==> src/rtl/instr_decoder_if.sv <==
// Opcode-in / decode-out bundle between the core controller and the immediate-format decoder.
interface instr_decoder_if;
   logic [6:0] op;
   logic [2:0] ImmSrc;
   logic [2:0] ImmSrcR;
   logic [5:0] FmtR;
   logic       IllegalR;

   modport master (output op, input ImmSrc, input ImmSrcR, input FmtR, input IllegalR);
   modport slave  (input op, output ImmSrc, output ImmSrcR, output FmtR, output IllegalR);
endinterface

==> src/rtl/instr_decoder.sv <==
// RV32I immediate-format decoder: zero-latency ImmSrc plus a registered copy,
// one-hot format class {U,J,B,S,I,R} and illegal flag for the controller FSM.
module instr_decoder #(
   parameter bit         EXT_OPS        = 1'b1,
   parameter logic [2:0] DEFAULT_IMMSRC = 3'b000
) (
   input logic            clk,
   input logic            reset,
   instr_decoder_if.slave bus
);
   typedef struct packed {
      logic [2:0] imm;
      logic [5:0] fmt;
      logic       illegal;
   } dec_t;

   localparam dec_t DEC_ILL = '{imm: DEFAULT_IMMSRC, fmt: 6'b000000, illegal: 1'b1};
   localparam dec_t DEC_I   = '{imm: 3'b000, fmt: 6'b000010, illegal: 1'b0};
   localparam dec_t DEC_S   = '{imm: 3'b001, fmt: 6'b000100, illegal: 1'b0};
   localparam dec_t DEC_B   = '{imm: 3'b010, fmt: 6'b001000, illegal: 1'b0};
   localparam dec_t DEC_J   = '{imm: 3'b011, fmt: 6'b010000, illegal: 1'b0};
   localparam dec_t DEC_U   = '{imm: 3'b100, fmt: 6'b100000, illegal: 1'b0};
   localparam dec_t DEC_R   = '{imm: DEFAULT_IMMSRC, fmt: 6'b000001, illegal: 1'b0};

   dec_t dec;

   // X/Z on op matches no item and falls into the illegal default
   always_comb begin
      dec = DEC_ILL;
      case (bus.op)
         7'b0000011,
         7'b0010011: dec = DEC_I;
         7'b1100111: dec = EXT_OPS ? DEC_I : DEC_ILL;
         7'b0100011: dec = DEC_S;
         7'b1100011: dec = DEC_B;
         7'b1101111: dec = DEC_J;
         7'b0110111: dec = DEC_U;
         7'b0010111: dec = EXT_OPS ? DEC_U : DEC_ILL;
         7'b0110011: dec = DEC_R;
         default:    dec = DEC_ILL;
      endcase
   end

   assign bus.ImmSrc = dec.imm;

   always_ff @(posedge clk) begin
      if (reset) begin
         bus.ImmSrcR  <= 3'b000;
         bus.FmtR     <= 6'b000000;
         bus.IllegalR <= 1'b0;
      end else begin
         bus.ImmSrcR  <= dec.imm;
         bus.FmtR     <= dec.fmt;
         bus.IllegalR <= dec.illegal;
      end
   end
endmodule

==> src/flat_wrapper.sv <==
// flat-port wrapper written by rule: the top's interface ports become plain ports
module instr_decoder_flat 
#(
   parameter bit         EXT_OPS        = 1'b1,
   parameter logic [2:0] DEFAULT_IMMSRC = 3'b000
)
  (clk, reset, bus_op, bus_ImmSrc, bus_ImmSrcR, bus_FmtR, bus_IllegalR);
  instr_decoder_if bus_i ();
  input logic clk;
  input logic reset;
  input wire logic [$bits(bus_i.op)-1:0] bus_op;
  output wire logic [$bits(bus_i.ImmSrc)-1:0] bus_ImmSrc;
  output wire logic [$bits(bus_i.ImmSrcR)-1:0] bus_ImmSrcR;
  output wire logic [$bits(bus_i.FmtR)-1:0] bus_FmtR;
  output wire logic [$bits(bus_i.IllegalR)-1:0] bus_IllegalR;
  assign bus_i.op = bus_op;
  assign bus_ImmSrc = bus_i.ImmSrc;
  assign bus_ImmSrcR = bus_i.ImmSrcR;
  assign bus_FmtR = bus_i.FmtR;
  assign bus_IllegalR = bus_i.IllegalR;
  instr_decoder #(.EXT_OPS(EXT_OPS), .DEFAULT_IMMSRC(DEFAULT_IMMSRC)) u_core (.clk(clk), .reset(reset), .bus(bus_i));
endmodule
==> config.mk <==
export PLATFORM = sky130hd
export DESIGN_NAME = instr_decoder_flat
export DESIGN_NICKNAME = d
export VERILOG_FILES = /design/src/rtl/instr_decoder_if.sv /design/src/rtl/instr_decoder.sv /design/src/flat_wrapper.sv
export SDC_FILE = /design/constraint.sdc
export NUM_CORES = 1
export LEC_CHECK = 0
export CORE_AREA = 2 2 39 41
export CTS_BUF_LIST = sky130_fd_sc_hd__clkbuf_8 sky130_fd_sc_hd__clkbuf_16
export DETAILED_ROUTE_END_ITERATION = 16
export DIE_AREA = 0 0 41 43
export GPL_ROUTABILITY_DRIVEN = 1
export HOLD_SLACK_MARGIN = 0.1
export PLACE_DENSITY = 0.68
export SLEW_MARGIN = 15
export SYNTH_ARGS = -nofsm -noshare
export SYNTH_HDL_FRONTEND = slang
export SYNTH_SLANG_ARGS = --single-unit
==> constraint.sdc <==
create_clock -name clk -period 2.45 [get_ports clk]
set_input_delay 0.49 -clock clk [delete_from_list [all_inputs] [get_ports clk]]
set_output_delay 0.49 -clock clk [all_outputs]
set_load 0.005 [all_outputs]
==> metrics.txt <==
wirelength, routed 843 um; Net Switching around 0.074 mW; maximum number of pins on one net before global-route repair 8; relative contribution of combinational cells to total power 0.152; Avg Synthesized Cell Area 9.64 um2; CP Class in2out; Placed Cells 83; Pre-Repair DR Iteration Count 3; maximum clock path buffer count 2; CP arrival 1840 ps; worst setup slack after layout between 100 and 150 ps; first-pass GRT wire length approximately 1300 um; hold slack final around 760 ps; Final GP Congestion slightly above 0.8; detailed-placement wirelength estimate between 700 and 800 um; clock slew at reported path FFs around 40 ps; CTS Hold Buffers Added 0; initial DRC count 7; TritonCTS clock tree built; yosys synthesis warning count 0; net count of the mapped netlist between 50 and 60; Final TNS setup 0 ps; count of antenna-violating nets left after detailed routing 0; post-route total power roughly 0.36 mW; proportion of power drawn by flip-flops and latches 0.411; via count of the first global-routing pass about 320; Initial Utilization 0.307; Req. time, crit path approximately 2000 ps; number of top-level pins 22; Post-route DRC 0; share of the clock period used by the worst path 0.950; net count reported at finish a little over 80; number of clock buffers inserted by TritonCTS 3; Internal Dissipation between 0.2 and 0.3 mW; Sw Ratio 0.204; standard cell core area 0.00138 mm2; number of unique standard cell types used by synthesis 21; areal power density over the cells roughly 490 mW/mm2; clock share of power 0.437; dominant cell type by area after synthesis sky130_fd_sc_hd__dfxtp_1; total routing resource utilization after global routing 0.108; relative slew slack 0.804; maximum fanout encountered on the critical timing path 3; detailed-route via count 397; Period minus WS final between 2000 and 2500 ps; final core occ 0.536; result of the run completed; max_cap viols 0; Layout fillers between 100 and 150; root buf cell sky130_fd_sc_hd__clkbuf_8; number of sinks handled by clock tree synthesis 9; worst hold path endpoint u_core.bus.FmtR[4]; final non-filler cell area 742 um2; worst slack at placement -95.3 ps; number of rows in the core area 14; fraction of layout instances using a drive strength above 1 0.254; worst ir drop on vdd roughly 220 uV; Gate Count Post-Synth between 40 and 50; post-placement cell area approximately 670 um2; Netlist Area Pre-Place about 420 um2; number of instances on the worst hold path 4; remaining global-route overflow 0; Leak Pwr slightly above 0.3 nW; Peak Freq 430 MHz; transition time at the pin with the least slew margin 294 ps; floorplan die area roughly 0.0018 mm2; count of input and output buffers 21; Final Hold Vio Count 0; synthesis-stage register bit count 9; Final Non-Filler Cells between 80 and 90; main area contributors after synthesis sky130_fd_sc_hd__dfxtp_1 (42%), sky130_fd_sc_hd__buf_4 (7.1%), sky130_fd_sc_hd__nor3_1 (5.9%), sky130_fd_sc_hd__nor4b_4 (5.6%), sky130_fd_sc_hd__nor4_1 (4.4%); share of Yosys cell area claimed by the top area cell type 0.425; worst hold path startpoint bus_op[2]; final max-slew violation count 0; worst hold-check path type in2reg; Critical Path Source Type primary input; share of synthesized area occupied by flip-flops and latches 0.425; ratio of routed vias to standard cells about 4.6; Die W ~41 um; number of antenna repair diodes 0; antenna violations before repair 0; number of setup violations in the final report 0; count of H-tree levels built during CTS 1; kind of capture point of the worst setup path output port; Area Overhead vs Synth 74.9%; setup repair after global routing missed its margin no; Chip Height approximately 43 um; routed wire length per instance a little under 10 um
-- state kept, by name (all words and copies together) (netlist names) --
signal and flops:
u_core.bus.FmtR 5, u_core.bus.ImmSrcR 3, u_core.bus.IllegalR 1
-- how the worst max path moves through the flow --
stage / start / depth (start not counted) / end / slack, ps
after global routing: bus_op[5] / 5 / bus_ImmSrc[0] / 20
after CTS: bus_op[2] / 5 / bus_ImmSrc[0] / 4
after global placement: bus_op[6] / 4 / bus_ImmSrc[2] / -50
after floorplan: bus_op[3] / 5 / bus_ImmSrc[0] / 770
final: bus_op[5] / 4 / bus_ImmSrc[1] / 120
after detailed placement: bus_op[6] / 4 / bus_ImmSrc[2] / -100
-- cells by family (layout without fill, tap and decap cells) --
kind of cell,Yosys count,count (layout),share of synthesized area
xor gates and xnor gates,1,1,0.0207
and+or+nand+nor,23,23,0.372
buffers and inverters,7,34,0.121
AOI/OAI and AO/OA,4,4,0.0619
DFF,9,9,0.425
-- synth_stat cells, drive strengths merged --
cell type / instances
nor4b: 1
nor2b: 2
o21ai: 1
and4: 1
and2b: 2
or3: 1
dfxtp: 9
nand2: 3
nor3: 5
o32ai: 1
a31oi: 2
nand3b: 1
xor2: 1
nor2: 2
nor3b: 1
and3: 1
nor4: 3
buf: 7
-- worst max-delay path, stage by stage --
cell and delay [ps]:
sky130_fd_sc_hd__clkdlybuf4s50_1 510, sky130_fd_sc_hd__nand3b_1 120, sky130_fd_sc_hd__nor3_2 200, sky130_fd_sc_hd__clkdlybuf4s50_1 520
-- timing repair --
item,in CTS,in global routing
hold endpoints to repair,0,0
buffers inserted,0,0
endpoints found under the setup margin,3,3
resized for setup,4,6
-- power by group through the flow --
stage                     clock network, mW  registers (mW)  logic, mW
final                                 0.159           0.149     0.0550
after global routing                  0.169           0.149     0.0599
after CTS                             0.162           0.149     0.0524
after detailed placement                  0           0.152     0.0528
after global placement                    0           0.152     0.0521
after floorplan                           0           0.152     0.0225
-- placed cells by master, fill, tap and decap left out, drive strengths merged --
| master | instances |
|---|---|
| nor2b | 2 |
| dlymetal6s2s | 2 |
| nand2 | 3 |
| nand3b | 1 |
| nor4 | 3 |
| dfxtp | 9 |
| o32ai | 1 |
| o21ai | 1 |
| and3 | 1 |
| and2b | 2 |
| xor2 | 1 |
| clkbuf | 3 |
| nor3 | 5 |
| nor3b | 1 |
| and4 | 1 |
| dlygate4sd2 | 2 |
| clkdlybuf4s50 | 17 |
| nor4b | 1 |
| or3 | 1 |
| inv | 1 |
| nor2 | 2 |
| a31oi | 2 |
| buf | 9 |
-- final cells by class --
class,count,area (um2),share of cell area
multi-input combinational,28,216,0.292
sequential,9,180,0.243
clock buffer,3,41.3,0.0556
timing repair buffer,30,280,0.378
clock inverter,1,3.75,0.00506
tap,16,20.0,0.0270
-- per-layer routing --
metal | vias up | track usage | part of all wire
li1 | 209 | - | -
met1 | 172 | 0.141 | 0.45
met2 | 14 | 0.153 | 0.49
met3 | 2 | 0.0157 | 0.055
met4 | 0 | 0.0800 | 0.0083
met5 | - | 0 | 0
(Power assumes the default switching activity.)
